## src/rtl/fetch_pkg.sv

```systemverilog
// Shared definitions for the instruction-fetch sequencer: FSM states,
// well-known instruction encodings, default reset PC and a range helper.
package fetch_pkg;

   typedef enum logic [1:0] {
      ST_IDLE  = 2'd0,
      ST_FETCH = 2'd1,
      ST_HALT  = 2'd2,
      ST_FAULT = 2'd3
   } fetch_state_e;

   localparam logic [15:0] NOP_INSTR          = 16'h0000;
   localparam logic [15:0] DEFAULT_HALT_INSTR = 16'hFFFF;
   localparam logic [15:0] DEFAULT_RESET_PC   = 16'h0000;

   // True when a word address lies beyond the populated instruction memory.
   function automatic logic pc_out_of_range(input logic [15:0] pc,
                                            input logic [31:0] mem_words);
      return ({16'h0000, pc} >= mem_words);
   endfunction

endpackage

```

## src/rtl/instr_fetch_ctrl_if.sv

```systemverilog
// Bus bundle between the fetch sequencer (master) and the core/memory side
// (slave): memory address/read port, hazard/branch controls, IF/ID outputs.
interface instr_fetch_ctrl_if;

   logic [15:0] A_InstrAddress;
   logic        C_IMRead;
   logic [15:0] D_Instruction;
   logic        C_Stall;
   logic        C_Redirect;
   logic [15:0] D_RedirectPC;
   logic [15:0] D_IR;
   logic [15:0] D_IRPC;
   logic        C_IRValid;
   logic        C_Halted;
   logic        C_Fault;

   modport master (
      output A_InstrAddress,
      output C_IMRead,
      input  D_Instruction,
      input  C_Stall,
      input  C_Redirect,
      input  D_RedirectPC,
      output D_IR,
      output D_IRPC,
      output C_IRValid,
      output C_Halted,
      output C_Fault
   );

   modport slave (
      input  A_InstrAddress,
      input  C_IMRead,
      output D_Instruction,
      output C_Stall,
      output C_Redirect,
      output D_RedirectPC,
      input  D_IR,
      input  D_IRPC,
      input  C_IRValid,
      input  C_Halted,
      input  C_Fault
   );

endinterface

```

## src/rtl/instr_fetch_ctrl.sv

```systemverilog
// Instruction-fetch sequencer: owns the PC, drives the instruction memory
// read port and fills the IF/ID register. Redirects (branch/jump) beat
// stalls, and clear HALT/FAULT because those may lie on a squashed path.
module instr_fetch_ctrl
   import fetch_pkg::*;
#(
   parameter logic [15:0] RESET_PC   = DEFAULT_RESET_PC,
   parameter int          MEM_WORDS  = 8192,
   parameter logic [15:0] HALT_INSTR = DEFAULT_HALT_INSTR
) (
   input  logic                      clk,
   input  logic                      rst,
   instr_fetch_ctrl_if.master        bus
);

   localparam logic [31:0] MEM_WORDS_W = 32'(MEM_WORDS);

   fetch_state_e state_q, state_d;
   logic [15:0]  pc_q, pc_d;
   logic [15:0]  ir_q, ir_d;
   logic [15:0]  irpc_q, irpc_d;
   logic         valid_q, valid_d;
   logic         halted_q, halted_d;
   logic         fault_q, fault_d;

   logic         pc_oob_s;
   logic         imread_s;

   // Range check of the current PC and the combinational memory read enable.
   always_comb begin
      pc_oob_s = pc_out_of_range(pc_q, MEM_WORDS_W);
      imread_s = (state_q == ST_FETCH) && !bus.C_Stall && !pc_oob_s;
   end

   // Next-state logic: priority is redirect, then stall, then normal work.
   always_comb begin
      state_d  = state_q;
      pc_d     = pc_q;
      ir_d     = ir_q;
      irpc_d   = irpc_q;
      valid_d  = valid_q;
      halted_d = halted_q;
      fault_d  = fault_q;

      case (state_q)
         ST_IDLE: begin
            // Redirects are ignored until fetch has actually started.
            state_d = ST_FETCH;
         end

         ST_FETCH, ST_HALT, ST_FAULT: begin
            if (bus.C_Redirect) begin
               pc_d     = bus.D_RedirectPC;
               ir_d     = NOP_INSTR;
               valid_d  = 1'b0;
               halted_d = 1'b0;
               fault_d  = 1'b0;
               state_d  = ST_FETCH;
            end else if (bus.C_Stall) begin
               state_d = state_q;
            end else if (state_q == ST_FETCH) begin
               if (pc_oob_s) begin
                  // Nothing was read this cycle: insert a bubble and park.
                  ir_d    = NOP_INSTR;
                  valid_d = 1'b0;
                  fault_d = 1'b1;
                  state_d = ST_FAULT;
               end else begin
                  ir_d    = bus.D_Instruction;
                  irpc_d  = pc_q;
                  valid_d = 1'b1;
                  if (bus.D_Instruction == HALT_INSTR) begin
                     // PC stays on the HALT word so a debugger sees where it stopped.
                     halted_d = 1'b1;
                     state_d  = ST_HALT;
                  end else begin
                     pc_d = pc_q + 16'd1;
                  end
               end
            end else begin
               // HALT or FAULT: feed bubbles downstream.
               ir_d    = NOP_INSTR;
               valid_d = 1'b0;
            end
         end

         default: begin
            state_d = ST_IDLE;
         end
      endcase
   end

   // State, PC and IF/ID registers with asynchronous reset.
   always_ff @(posedge clk or posedge rst) begin
      if (rst) begin
         state_q  <= ST_IDLE;
         pc_q     <= RESET_PC;
         ir_q     <= NOP_INSTR;
         irpc_q   <= 16'h0000;
         valid_q  <= 1'b0;
         halted_q <= 1'b0;
         fault_q  <= 1'b0;
      end else begin
         state_q  <= state_d;
         pc_q     <= pc_d;
         ir_q     <= ir_d;
         irpc_q   <= irpc_d;
         valid_q  <= valid_d;
         halted_q <= halted_d;
         fault_q  <= fault_d;
      end
   end

   assign bus.A_InstrAddress = pc_q;
   assign bus.C_IMRead       = imread_s;
   assign bus.D_IR           = ir_q;
   assign bus.D_IRPC         = irpc_q;
   assign bus.C_IRValid      = valid_q;
   assign bus.C_Halted       = halted_q;
   assign bus.C_Fault        = fault_q;

endmodule

```

## src/flat_wrapper.sv

```systemverilog
// flat-port wrapper written by rule: the top's interface ports become plain ports
module instr_fetch_ctrl_flat import fetch_pkg::*;
#(
   parameter logic [15:0] RESET_PC   = DEFAULT_RESET_PC,
   parameter int          MEM_WORDS  = 8192,
   parameter logic [15:0] HALT_INSTR = DEFAULT_HALT_INSTR
)
  (clk, rst, bus_A_InstrAddress, bus_C_IMRead, bus_D_Instruction, bus_C_Stall, bus_C_Redirect, bus_D_RedirectPC, bus_D_IR, bus_D_IRPC, bus_C_IRValid, bus_C_Halted, bus_C_Fault);
  instr_fetch_ctrl_if bus_i ();
  input  logic clk;
  input  logic rst;
  output wire logic [$bits(bus_i.A_InstrAddress)-1:0] bus_A_InstrAddress;
  output wire logic [$bits(bus_i.C_IMRead)-1:0] bus_C_IMRead;
  input wire logic [$bits(bus_i.D_Instruction)-1:0] bus_D_Instruction;
  input wire logic [$bits(bus_i.C_Stall)-1:0] bus_C_Stall;
  input wire logic [$bits(bus_i.C_Redirect)-1:0] bus_C_Redirect;
  input wire logic [$bits(bus_i.D_RedirectPC)-1:0] bus_D_RedirectPC;
  output wire logic [$bits(bus_i.D_IR)-1:0] bus_D_IR;
  output wire logic [$bits(bus_i.D_IRPC)-1:0] bus_D_IRPC;
  output wire logic [$bits(bus_i.C_IRValid)-1:0] bus_C_IRValid;
  output wire logic [$bits(bus_i.C_Halted)-1:0] bus_C_Halted;
  output wire logic [$bits(bus_i.C_Fault)-1:0] bus_C_Fault;
  assign bus_A_InstrAddress = bus_i.A_InstrAddress;
  assign bus_C_IMRead = bus_i.C_IMRead;
  assign bus_i.D_Instruction = bus_D_Instruction;
  assign bus_i.C_Stall = bus_C_Stall;
  assign bus_i.C_Redirect = bus_C_Redirect;
  assign bus_i.D_RedirectPC = bus_D_RedirectPC;
  assign bus_D_IR = bus_i.D_IR;
  assign bus_D_IRPC = bus_i.D_IRPC;
  assign bus_C_IRValid = bus_i.C_IRValid;
  assign bus_C_Halted = bus_i.C_Halted;
  assign bus_C_Fault = bus_i.C_Fault;
  instr_fetch_ctrl #(.RESET_PC(RESET_PC), .MEM_WORDS(MEM_WORDS), .HALT_INSTR(HALT_INSTR)) u_core (.clk(clk), .rst(rst), .bus(bus_i));
endmodule
```

## config.mk

```make
export PLATFORM = sky130hd
export DESIGN_NAME = instr_fetch_ctrl_flat
export DESIGN_NICKNAME = d
export VERILOG_FILES = /design/src/rtl/fetch_pkg.sv /design/src/rtl/instr_fetch_ctrl_if.sv /design/src/rtl/instr_fetch_ctrl.sv /design/src/flat_wrapper.sv
export SDC_FILE = /design/constraint.sdc
export NUM_CORES = 1
export LEC_CHECK = 0
export CAP_MARGIN = 20
export CORE_MARGIN = 2
export CORE_UTILIZATION = 49
export CTS_CLUSTER_DIAMETER = 30
export DETAILED_ROUTE_END_ITERATION = 10
export GPL_ROUTABILITY_DRIVEN = 1
export PLACE_DENSITY = 0.91
export SLEW_MARGIN = 40
export SYNTH_ARGS = -nofsm -noshare
export SYNTH_HDL_FRONTEND = slang
export SYNTH_SLANG_ARGS = --single-unit
```

## constraint.sdc

```tcl
create_clock -name clk -period 2.57 [get_ports clk]
set_input_delay 0.3855 -clock clk [delete_from_list [all_inputs] [get_ports clk]]
set_output_delay 0.3855 -clock clk [all_outputs]
set_load 0.01 [all_outputs]
```

Word-level counts from Yosys, hierarchy flattened
Cells that the tools add are included.

Flip-flop bits (word level): 53. Input port bits: 36. Output and inout bits: 52. Word-level logic and storage cells: 65.

$add $sub $neg: 1. Magnitude comparators: 1. Equality and inequality tests: 10. Muxes and demuxes: 28. Bitwise logic cells: 3. Reductions and logical operators: 15.

Operator list (number): $mux W16 (9); $add A16 B1 Y16 const B (1); $eq A16 B16 Y1 const B (1); $ge A16 B14 Y1 const B (1); $reduce_and A5 Y1 (3); $mux W1 (13); $mux W2 (5); $reduce_bool A2 Y1 (3); $eq A2 B2 Y1 const B (2); $ne A2 B2 Y1 const B (2); $ne A4 B2 Y1 const B (1); $pmux W2 S2 (1); $reduce_and A4 Y1 (1); $ne A3 B2 Y1 const B (1); $ne A3 B3 Y1 const B (1); $not A1 Y1 (3); $reduce_and A3 Y1 (1); $reduce_or A3 Y1 (1); $eq A2 B1 Y1 const B (1); $logic_and A1 B1 Y1 (2); $logic_not A1 Y1 (2); $logic_not A2 Y1 (1); $ne A2 B1 Y1 const B (1); $reduce_and A2 Y1 (1).

Depth between registers and ports, before layout
Word-level depth: 7. Mapped depth: 7. Depth with buffers taken out: 5.

Least setup slack after synthesis
No wires, ideal clock.

Path type: register to register. From: reg u_core.pc_q[13], in the netlist u_core.bus.A_InstrAddress[13]. To: reg u_core.irpc_q[0], in the netlist u_core.bus.D_IRPC[0]. Setup time: 0.125 ns. Data arrival time: 1.703 ns. Data required time: 2.445 ns. Setup slack: 0.742 ns. Cell stages (with the launch flop): 5. Buffers on the path: 1. Period minus slack after synthesis: 1.828 ns. Path through: dfrtp_1 > or3_4 > nor4_4 > buf_6 > mux2_2.

Word-level cells in the longest chain between the ends: 3.

RTL lines: start, declared (RTL line instr_fetch_ctrl.sv:19) `logic [15:0] pc_q, pc_d;`; start signal, assigned (RTL line instr_fetch_ctrl.sv:105) `pc_q <= pc_d;`; $ge A16 B14 Y1 (RTL line fetch_pkg.sv:19) `return ({16'h0000, pc} >= mem_words);`; $not A1 Y1 (no source line); $reduce_and A5 Y1 (no source line); end signal, assigned (RTL line instr_fetch_ctrl.sv:107) `irpc_q <= irpc_d;`; end, declared (RTL line instr_fetch_ctrl.sv:21) `logic [15:0] irpc_q, irpc_d;`.

Every way passes these cells. A chain may end at the register's enable or synchronous reset.

Worst setup path in the final report
From: reg u_core.pc_q[13], in the netlist u_core.bus.A_InstrAddress[13]. To: out bus_C_IMRead.

Word-level cells in the longest chain between the ends: 3.

RTL lines: $ge A16 B14 Y1 (RTL line fetch_pkg.sv:19); $logic_not A1 Y1 (RTL line instr_fetch_ctrl.sv:32) `imread_s = (state_q == ST_FETCH) && !bus.C_Stall && !pc_oob_s;`; $logic_and A1 B1 Y1 (RTL line instr_fetch_ctrl.sv:32); end, declared (RTL line flat_wrapper.sv:13) `output wire logic [$bits(bus_i.C_IMRead)-1:0] bus_C_IMRead;`.

Every way passes these cells.

==> metrics <==
share of layout cells above drive strength 1 12.4%; io pins 88; outcome finished, final reports clean; total gr overflow 0; Place WS between 200 and 250 ps; DIE AREA 0.00581 mm²; Mean Syn Cell Area between 10 and 15 µm²; ANT nets after route 0; largest net degree at the start of global routing 29; Slew headroom 56.3%; power per standard cell area 668 mW/mm²; DP Wirelength 4670 µm; min Tclk post-route 2460 ps; WS Path Type reg2out; post-CTS setup buffers 0; r2r worst-path depth 4; Max Buffers Root-to-Sink 2; Area Overhead vs Synth 41.9%; nature of the critical path endpoint primary output; Clock power frac 24.2%; antenna violations before repair 0; routability congestion estimate 0.858; CP cell instances or3_4 > nor3_1 > clkdlybuf4s50_1; Placed Area 0.00351 mm²; CTS buffer count 5; row count 26; yosys warns 0; clk root buf clkbuf_8; Syn Std Cell Area 0.00256 mm²; TritonRoute pass-1 iters 4; compound-cell area share of the yosys netlist 18.3%; Nets 351; Clock Latency Late Sink 310 ps; I/O Buffers 87; max-cap viol count 0; Crit path required time 2180 ps; ANT cells 0; core area roughly 0.0051 mm²; clock tree sinks 53; cts hold-fix bufs 0; WL per Instance 17.2 µm; Power, Total 2420 µW; DR vias/cell 5.87; Comb pwr share 29.8%; internal power 1720 µW; initial drt markers 144; cell area after layout 0.00363 mm²; Setup Skew around 2.6 ps; routed via count 2255; setup violators final 0; H-tree depth 2; syn_nets 268; TNS Setup 0 ps; Worst Max-Slew Pin Slew 656 ps; Lkg Pwr around 0.0015 µW; Initial Util roughly half; CP max stage cell clkdlybuf4s50_1; startpoint types flip-flop; chip width 76.2 µm; mux cell area share after synthesis 8.22%; switching part of the total 29.1%; Fmax achieved 0.406 GHz; Worst Hold Class in2async; Worst Path Arrival 2080 ps; Yosys reg bits 53; Slew Viols, Final 0; simple-gate share of the synthesized area 16.2%; Synth top area share 51.9%; CTS tree built; ranking of synthesized cells by area dfrtp_1, mux2_2, a22o_1; synthesized instance count 230; XOR/XNOR share of the synthesized area 0%; post-synthesis sequential area ratio 51.9%; asr flop ratio synth 100%; Residual DRC 0; Worst Path Max Fanout 6; largest family of logic cells by synthesized area compound AO/OA/AOI/OAI gates; Reg clk slew, reported paths 90 ps; die height roughly 76 µm; Synth Area in Adders 0.978%; Main synth FF type dfrtp_1; Peak VDD IR 0.426 mV; Final period util 95.8%; Total Routing Usage GR 23.6%; Synth area leader dfrtp_1; sequential share of power around 46%; Post-synth EDFFs 0; first-pass GRT wire length 11000 µm; post-synthesis cell type count 44; final setup margin 109 ps; vias in the first global route 2232; slowest cell delay on critical path 600 ps; Routed WL 6590 µm; RSZ-0062 raised after global routing false; final hold vios 0; NetSw 706 µW; PostCTS Resize Cnt 0
==> synth_stat cells (2+ instances only) <==
cell type	count
a211oi_1	7
a21o_1	3
a21oi_1	6
a221o_1	2
a221oi_1	5
a22o_1	17
a311oi_1	3
and2_1	2
and3_1	5
and4_1	2
buf_1	2
buf_2	8
clkbuf_1	8
dfrtp_1	53
ha_1	2
inv_1	6
mux2_2	16
mux2i_1	3
nand2_1	6
nand2b_1	3
nand3_1	8
nand4_1	11
nor2_1	16
nor2b_1	3
nor3_1	5
nor4_1	2
nor4_4	2
o21ai_0	4
o22ai_1	3
o31ai_1	2
or2_2	2
==> layout make-up <==
cell class                 instances  area, µm²
tap                               70       87.6
sequential                        53       1330
fill                             384       1450
timing repair buffer              95        956
clock buffer                       7       86.3
inverter                           6       22.5
multi-input combinational        152       1120
clock inverter                     1       30.0
==> per-stage QoR <==
| stage | hold WS (ps) | util (%) | instances |
|---|---|---|---|
| after detailed placement | 467 | 69.2 | 376 |
| after global placement | 462 | 69.2 | 376 |
| after global routing | 497 | 71.5 | 384 |
| final | 451 | 71.5 | 384 |
| after floorplan | 491 | - | 230 |
| after CTS | 472 | 71.5 | 384 |
==> cells by family after synthesis <==
family | Yosys count
compound gates | 60
fa+ha+maj | 2
buf+inv | 25
flops | 53
mux | 19
simple gates | 71
==> critical path: cells and delay by family (launching register included) <==
family,cells,cell delay (ps)
simple gates,2,720
buf+inv,1,600
flops,1,450
==> cells in the final DEF, fill, tap and decap left out, types with 4 or more instances in the layout <==
cell type,Yosys,final
a211oi_1,7,7
a21oi_1,6,6
a221oi_1,5,5
a22o_1,17,17
and3_1,5,5
buf_4,0,6
clkbuf_8,0,6
clkdlybuf4s50_1,0,87
dfrtp_1,53,53
inv_1,6,5
mux2_2,16,16
nand2_1,6,6
nand3_1,8,8
nand4_1,11,11
nor2_1,16,16
nor3_1,5,5
o21ai_0,4,4
==> worst paths after layout <==
check	end	start	slack, ps
min in group clk	u_core.bus.C_IRValid	u_core.bus.C_IRValid	490
min	u_core.bus.D_IRPC[1]	rst	450
max in group asynchronous	u_core.state_q[0]	rst	1570
min reg2reg	u_core.bus.C_IRValid	u_core.bus.C_IRValid	490
max reg2reg	u_core.bus.A_InstrAddress[10]	u_core.bus.A_InstrAddress[13]	330
max	bus_C_IMRead	u_core.bus.A_InstrAddress[13]	110
==> power groups by stage <==
stage	Clock, µW	Combinational, µW	Sequential [µW]
final	586	721	1120
after global routing	635	779	1140
after CTS	598	726	1110
after detailed placement	0	722	1130
after global placement	0	709	1120
after floorplan	0	285	1150
==> routing by layer <==
metal  track usage, %  up-vias  share of wire (%)
met5                0        -                  0
met1             31.4     1083                 42
li1                 -     1040                  -
met2             37.0      121                 48
met4             7.82        0                1.3
met3             7.35       11                9.0
==> state kept, by name, summed over array words and instances (netlist names) <==
signal / count
u_core.bus.A_InstrAddress: 16
u_core.bus.C_Fault: 1
u_core.bus.C_Halted: 1
u_core.bus.C_IRValid: 1
u_core.bus.D_IR: 16
u_core.bus.D_IRPC: 16
u_core.state_q: 2
Note: power is estimated with default switching activity, not from simulation.
